==> src/rtl/updown_counter_pkg.sv <==
// Shared constants for the up/down modulo counter family: direction and
// boundary-mode encodings used by the counter and its users.
package updown_counter_pkg;

   // Direction select on the 'up' input
   localparam logic CNT_UP    = 1'b1;
   localparam logic CNT_DOWN  = 1'b0;

   // Boundary behaviour select on the 'sat_mode' input
   localparam logic MODE_WRAP = 1'b0;
   localparam logic MODE_SAT  = 1'b1;

endpackage : updown_counter_pkg

==> src/rtl/cnt_prescaler.sv <==
// Enable prescaler: turns every PRESCALE-th enabled cycle into a single
// step strobe. With PRESCALE==1 the enable passes straight through and no
// state is kept.
module cnt_prescaler #(
   parameter int PRESCALE = 1
) (
   input  logic clk,
   input  logic reset_n,
   input  logic clr,
   input  logic en,
   output logic step
);

   generate
      if (PRESCALE <= 1) begin : g_bypass
         // Clock, reset and clear have nothing to act on in bypass mode
         logic unused_bypass;
         assign unused_bypass = clk ^ reset_n ^ clr;

         assign step = en;
      end else begin : g_divide
         localparam int               PW   = $clog2(PRESCALE);
         localparam logic [PW-1:0]    LAST = PW'(PRESCALE - 1);
         localparam logic [PW-1:0]    ONE  = PW'(1);

         logic [PW-1:0] presc_reg;

         assign step = en && (presc_reg == LAST);

         // Count enabled cycles; restart the period on a step or a clear
         always_ff @(posedge clk or negedge reset_n) begin
            if (!reset_n) begin
               presc_reg <= '0;
            end else if (clr) begin
               presc_reg <= '0;
            end else if (en) begin
               if (presc_reg == LAST) begin
                  presc_reg <= '0;
               end else begin
                  presc_reg <= presc_reg + ONE;
               end
            end
         end
      end
   endgenerate

endmodule : cnt_prescaler

==> src/rtl/updown_mod_counter.sv <==
// Parametrised up/down modulo counter with programmable upper limit,
// wrap/saturate boundary handling, synchronous clear/load, prescaled
// enable, terminal-count, wrap pulse and sticky overflow flags.
module updown_mod_counter
   import updown_counter_pkg::*;
#(
   parameter int WIDTH    = 4,
   parameter int PRESCALE = 1
) (
   input  logic             clk,
   input  logic             reset_n,
   input  logic             clr,
   input  logic             load,
   input  logic [WIDTH-1:0] load_val,
   input  logic             en,
   input  logic             up,
   input  logic             sat_mode,
   input  logic [WIDTH-1:0] limit,
   output logic [WIDTH-1:0] count,
   output logic             tc,
   output logic             wrap,
   output logic             ovf
);

   localparam logic [WIDTH-1:0] ONE = WIDTH'(1);

   logic [WIDTH-1:0] count_reg;
   logic             wrap_reg;
   logic             ovf_reg;
   logic             step;

   // A load restarts the prescaler period just like a clear does
   cnt_prescaler #(
      .PRESCALE (PRESCALE)
   ) u_presc (
      .clk     (clk),
      .reset_n (reset_n),
      .clr     (clr | load),
      .en      (en),
      .step    (step)
   );

   // Count, wrap pulse and sticky overflow; clr beats load beats step.
   // Boundary tests come before +/-1 so the register never rolls over
   // modulo 2^WIDTH; a count above limit counts as an up-boundary.
   always_ff @(posedge clk or negedge reset_n) begin
      if (!reset_n) begin
         count_reg <= '0;
         wrap_reg  <= 1'b0;
         ovf_reg   <= 1'b0;
      end else if (clr) begin
         count_reg <= '0;
         wrap_reg  <= 1'b0;
         ovf_reg   <= 1'b0;
      end else if (load) begin
         count_reg <= load_val;
         wrap_reg  <= 1'b0;
      end else if (step) begin
         if (up == CNT_UP) begin
            if (count_reg < limit) begin
               count_reg <= count_reg + ONE;
               wrap_reg  <= 1'b0;
            end else if (sat_mode == MODE_WRAP) begin
               count_reg <= '0;
               wrap_reg  <= 1'b1;
               ovf_reg   <= 1'b1;
            end else begin
               count_reg <= limit;
               wrap_reg  <= 1'b0;
               ovf_reg   <= 1'b1;
            end
         end else begin
            if (count_reg != '0) begin
               count_reg <= count_reg - ONE;
               wrap_reg  <= 1'b0;
            end else if (sat_mode == MODE_WRAP) begin
               count_reg <= limit;
               wrap_reg  <= 1'b1;
               ovf_reg   <= 1'b1;
            end else begin
               wrap_reg  <= 1'b0;
               ovf_reg   <= 1'b1;
            end
         end
      end else begin
         wrap_reg <= 1'b0;
      end
   end

   assign tc    = (up == CNT_UP) ? (count_reg >= limit) : (count_reg == '0);
   assign count = count_reg;
   assign wrap  = wrap_reg;
   assign ovf   = ovf_reg;

endmodule : updown_mod_counter
==> config.mk <==
export PLATFORM = sky130hd
export DESIGN_NAME = updown_mod_counter
export DESIGN_NICKNAME = d
export VERILOG_FILES = /design/src/rtl/updown_counter_pkg.sv /design/src/rtl/cnt_prescaler.sv /design/src/rtl/updown_mod_counter.sv
export SDC_FILE = /design/constraint.sdc
export NUM_CORES = 1
export LEC_CHECK = 0
export ABC_AREA = 1
export CAP_MARGIN = 25
export CORE_UTILIZATION = 49
export CTS_BUF_LIST = sky130_fd_sc_hd__clkbuf_16
export DETAILED_ROUTE_END_ITERATION = 7
export GPL_TIMING_DRIVEN = 0
export HOLD_SLACK_MARGIN = 0.15
export PLACE_DENSITY = 0.83
export SLEW_MARGIN = 20
export SYNTH_ARGS = -nofsm -noshare
export SYNTH_HDL_FRONTEND = slang
export SYNTH_SLANG_ARGS = --single-unit
==> constraint.sdc <==
create_clock -name clk -period 5 [get_ports clk]
set_clock_uncertainty 0.15 [all_clocks]
set_input_delay 0.75 -clock clk [delete_from_list [all_inputs] [get_ports clk]]
set_output_delay 0.75 -clock clk [all_outputs]
set_load 0.05 [all_outputs]
==> metrics <==
Hold Buf Count CTS=0; vias in the first global route=727; via-per-instance ratio=5.11; CTS buffer count=3; IO buf count=20; Peak VDD IR=0.220 mV; capture point of the critical path=tc; initial antenna violation count=0; Clock Sinks=6; startpoint types=input pin; Routed WL=1870 um; Area growth syn-to-layout=39.7%; DR iter-0 viols=21; Slew Limit Headroom=66.6%; Syn Nets=149; Critical Path AT=3.08 ns; commonest non-fill, non-tap cell in the layout=nand2_1; TritonCTS clock tree=built; total of max-cap violations=0; total congestion overflow=0; first-pass GRT wire length=2860 um; Remaining DRCs=0; Worst Hold Class=flop to flop; Sequential Area=150 sq um; Final Setup Violations=0; PnR worst setup slack=1.02 ns; pwr/cell area=329 nW/um^2; netlist area before placement=741 sq um; Max Fanout on Critical Path=5; vias=849; status=completed; Clock Pin Slew Worst Setup and Hold Paths=0.03 ns; Worst-Skew Late Latency=0.23 ns; r2r worst-path depth=9; area of the core=1350 sq um; share of layout cells above drive strength 1=9.27%; Warnings, synthesis=0; global placer's final weighted congestion=0.893; DR pass1 iterations=5; clock root buffer=clkbuf_16; H-tree level count=1; Worst R2R Start=count[0]; die area=1670 sq um; final net count=174; crit path time final=3.98 ns; Total Power=341 uW; Total Neg Setup Slack=0 ns; register area share after synthesis=20.3%; dpl cells=163; Tot GR Track Use=26.4%; IO Pins=22; Initial Util=54.9%; RSZ-0062 raised after global routing=no; Crit Path Class=input pin to primary output; post-DP HPWL=1470 um; post-route ant nets=0; Worst R2R End=count[2]; post-synthesis cell type count=19; Multi-input gate area=497 sq um; PostCTS Resize Cnt=0; pin count of the biggest net entering global routing=9; Fill cells=106; Data required, critical path=4.10 ns; Final Max Slew Viols=0; Synth Area per Inst=5.79 sq um; Worst Setup SP=limit[3]; non-filler cells, final=166; Synth Instances=128; Min Hold Slack=0.333 ns; clock buffer depth=2; Die Y=40.9 um; Lkg Pwr=0.000558 uW; most frequent cells in the layout=nand2_1, nor2_1, clkdlybuf4s50_1; Worst setup EP type=primary output; antenna cell count=0; wire length per cell=11.3 um; Crit path largest cell delay=0.82 ns; final worst path period share=79.7%; cell breakdown of the critical path=clkdlybuf4s50_1 -> inv_1 -> ha_1 -> nand3_1 -> nor2_1 -> nor2_1 -> o21bai_1 -> o21bai_1 -> clkdlybuf4s50_1; Die Wd=40.9 um; FMAX=251 MHz; Rows=13; Placement Setup Slack=1.03 ns; Slew @ Worst Pin=0.499 ns; reg-to-reg slack, setup=3.14 ns; max reg flops=4; Fin. Hold Viols=0; Post-CTS Setup Repair Bufs=0; Critical Path Slowest Stage Cell=clkdlybuf4s50_1; number of synthesized register bits=6
[synthesized netlist by cell type, drive strengths merged]
cell	n	area (sq um)
nand2	36	143
nor2	29	119
inv	23	86.3
nand3	13	65.1
a21oi	6	33.8
dfrtp	6	150
ha	6	75.1
o21ai	3	18.8
nand4	2	18.8
o21bai	2	15.0
buf	1	7.51
xnor2	1	8.76
[how the worst min path moves through the flow]
stage                     slack (ns)  cells after the start    start        to
final                           0.33                      2      ovf       ovf
after global routing            0.39                      2      ovf       ovf
after CTS                       0.34                      2      ovf       ovf
after detailed placement        0.32                      2      ovf       ovf
after global placement          0.32                      2      ovf       ovf
after floorplan                 0.30                      0  reset_n  count[0]
[cell families (layout without fill, tap and decap cells)]
group | Yosys count | in the layout | share of synthesized area [%]
compound gates | 11 | 11 | 9.12
simple gates | 80 | 80 | 46.6
buf+inv | 24 | 47 | 12.7
flops | 6 | 6 | 20.3
xor+xnor | 1 | 1 | 1.18
fa+ha+maj | 6 | 6 | 10.1
[metrics by stage]
step / utilization (%) / cell area (sq um)
2_1_floorplan: - / 741
3_3_place_gp: 71.1 / 960
3_5_place_dp: 71.1 / 960
4_1_cts: 76.6 / 1030
5_1_grt: 76.6 / 1030
6_report: 76.6 / 1030
[layer usage]
layer  vias to the layer above  share of wire (%)  GRT usage [%]
li1                        442                  -              -
met1                       364                 44           30.6
met2                        33                 46           41.0
met3                        10                6.6           9.78
met4                         0                3.3           15.0
met5                         -                  0              0
[critical path: cells and delay by family]
family / cells / cell delay [ns]
AOI/OAI and AO/OA: 2 / 0.33
and+or+nand+nor: 3 / 0.28
buffers and inverters: 3 / 1.35
adders and majority gates: 1 / 0.37
[power breakdown]
group | total, uW | switching [uW] | internal (uW)
clock network | 127 | 24.5 | 102
registers | 65.7 | 11.5 | 54.1
logic | 148 | 91.2 | 56.7
total | 341 | 127 | 213
[cell type report]
| cell class | instances | area share, % |
|---|---|---|
| Buffer | 1 | 0.726 |
| Clock buffer | 3 | 7.26 |
| Inverter | 23 | 8.34 |
| Multi-Input combinational cell | 98 | 48.0 |
| Sequential cell | 6 | 14.5 |
| Tap cell | 15 | 1.81 |
| Timing Repair Buffer | 20 | 19.3 |
Power figures use the tool's default switching activity.
==> edit, RTL diff (same settings) <==
Register the input `limit` before use, without a reset. The logic sees it one clock later. The other inputs are not delayed to match.
--- a/src/rtl/updown_mod_counter.sv
+++ b/src/rtl/updown_mod_counter.sv
@@ -25,2 +25,8 @@
    localparam logic [WIDTH-1:0] ONE = WIDTH'(1);
+
+   logic [WIDTH-1:0] limit_q;
+
+   always_ff @(posedge clk) begin
+      limit_q <= limit;
+   end
 
@@ -59,3 +65,3 @@
          if (up == CNT_UP) begin
-            if (count_reg < limit) begin
+            if (count_reg < limit_q) begin
                count_reg <= count_reg + ONE;
@@ -67,3 +73,3 @@
             end else begin
-               count_reg <= limit;
+               count_reg <= limit_q;
                wrap_reg  <= 1'b0;
@@ -76,3 +82,3 @@
             end else if (sat_mode == MODE_WRAP) begin
-               count_reg <= limit;
+               count_reg <= limit_q;
                wrap_reg  <= 1'b1;
@@ -89,3 +95,3 @@
 
-   assign tc    = (up == CNT_UP) ? (count_reg >= limit) : (count_reg == '0);
+   assign tc    = (up == CNT_UP) ? (count_reg >= limit_q) : (count_reg == '0);
    assign count = count_reg;
Function: changed (Yosys sat finds a counterexample within 4 cycles, from zero or initial values and one cycle with reset_n low).
==> edit against the unedited design <==
- sequential cell count is 4 higher
- area after synthesis grew 11%
- via count is 12% higher
- hold slack better by 0.0013 ns
- worst setup slack improved by 0.49 ns
- die area is 10% higher
- register-to-register slack got worse by 0.07 ns
- routed wire length up 16%
- count of clock-buffer cells in the layout is the same
- final area is 8.2% higher
- total power grew 16%
- critical path type is now register to primary output
- largest power group unchanged
==> edit: results (changes against the unedited design) <==
drt_iter0_drc: 54  # +160%
cts_setup_buffers: 0  # unchanged
vias_per_cell: 5.55  # +8.6%
slew_headroom: 0.670  # +0.00396
yosys_warnings: 0  # unchanged
grt_pass1_vias: 881  # +21%
synthesis.nets: 153  # +2.7%
fill_cells: 133  # +25%
drive_above_1_share: 0.0897  # -0.00297
ys.flop_type: "dfrtp_1"
fin_crit_sh: 0.699  # -0.0973
p_leak_nw: 0.593  # +6.3%
worstHoldStart: "ovf"
yosysSeqAreaShare: 0.280  # +0.0778
grt_pass1_wl_mm: 3.55  # +24%
dpl.hpwl_mm: 1.51  # +2.9%
synth.distinct_cells: 20  # +1
min_path_type: "register to register"
r2r_start: "count[3]"
cp_max_fo: 6  # +1
grt_start_max_net_pins: 9  # unchanged
clock_latency_ns: 0.24
crit_family: "buffers and inverters"
cts_buffer_depth: 2  # unchanged
vdd_drop_max_mv: 0.340  # +55%
hold_depth: 2  # unchanged
critPathSlowestCell: "clkdlybuf4s50_1"
diodes: 0  # unchanged
r2r-end: "count[3]"
max_stage_delay_ns: 0.81
rrSetupSlack_ns: 3.07  # -0.07 ns
grtUsageTotal: 0.259  # -0.00449
status: "completed"
root_buffer: "clkbuf_16"
overflow: 0  # unchanged
nets: 178  # +2.3%
place_area_um2: 1040  # +8.5%
antenna_found_initial: 0  # unchanged
cts_buffers: 3  # unchanged
dr.pass1.iters: 4  # -1
routabilityCongestion: 0.926  # +3.8%
reg2reg_depth: 9  # unchanged
path_clk_slew_ns: 0.04
async_flop_share: 0.600  # -0.400
io_buffers: 20  # unchanged
ys_top_cells_by_area: "dfrtp_1 18%, nand2_1 16%, nor2_1 12%"
cts.repair.resized: 0  # unchanged
synth_common_cells: "35 x nand2_1, 27 x nor2_1, 19 x inv_1, 13 x nand3_1"
htreeDepth: 1  # unchanged
hold_end: "ovf"
critPathArrivalTime_ns: 2.60  # -0.48 ns
routedWlPerCell_um: 12.6  # +12%
[edit: changes by cell type after synthesis, sizes merged]
cell   change
dfxtp      +4
[edit: worst reg2reg max path: stages, from the launching register on]
cell	delay [ns]
dfrtp_1	0.48
ha_1	0.43
nand2_1	0.08
inv_1	0.06
nand2_1	0.09
nand2_1	0.16
nand2_1	0.09
nand3_1	0.10
nand2_1	0.07
a21oi_1	0.14
[edit: metal layers]
metal	share of wire	vias up	GRT usage	wire length, µm
met5	0	-	0	0
met2	0.49	54	0.461	1060
met1	0.41	436	0.288	880
met4	0.019	0	0.100	42
met3	0.087	8	0.0723	188
li1	-	457	-	-
[edit: how the worst max path moves through the flow]
stage	start	end	slack, ns	cells past startpoint
6_report	count[3]	tc	1.50	7
5_1_grt	count[3]	tc	1.45	7
4_1_cts	count[3]	tc	1.52	7
3_5_place_dp	count[3]	tc	1.78	7
3_3_place_gp	count[3]	tc	1.81	7
2_1_floorplan	count[0]	tc	2.13	4
[edit: where the power goes]
group          total (W)  internal (W)  switching [W]
clock           0.000142      0.000105      0.0000375
sequential      0.000100     0.0000878      0.0000127
combinational   0.000151     0.0000566      0.0000945
total           0.000394      0.000249       0.000145
[edit: per-stage QoR]
stage	cells	setup WS, ns	hold slack, ns	total power (W)	util
6_report	172	1.50	0.335	0.000394	0.726
5_1_grt	172	1.45	0.391	0.000412	0.726
4_1_cts	172	1.52	0.335	0.000392	0.726
3_5_place_dp	168	1.78	0.320	0.000246	0.675
3_3_place_gp	168	1.81	0.320	0.000242	0.675
2_1_floorplan	132	2.13	0.304	0.000201	-
[edit: cells by family after synthesis]
logic type | Yosys count | synth area share
adder cells (fa/ha/maj) | 6 | 0.0915
flip-flops | 10 | 0.280
buffers and inverters | 24 | 0.114
AND/OR/NAND/NOR | 80 | 0.421
XOR/XNOR | 1 | 0.0107
AO/OA/AOI/OAI | 11 | 0.0823
[edit: area by class of cell]
type | count | area [µm²] | share of cell area
Tap cell | 16 | 20.0 | 0.0179
Clock inverter | 1 | 3.75 | 0.00335
Inverter | 23 | 86.3 | 0.0771
Multi-Input combinational cell | 98 | 497 | 0.444
Sequential cell | 10 | 230 | 0.206
Timing Repair Buffer | 20 | 200 | 0.179
Buffer | 1 | 7.51 | 0.00670
Clock buffer | 3 | 75.1 | 0.0670
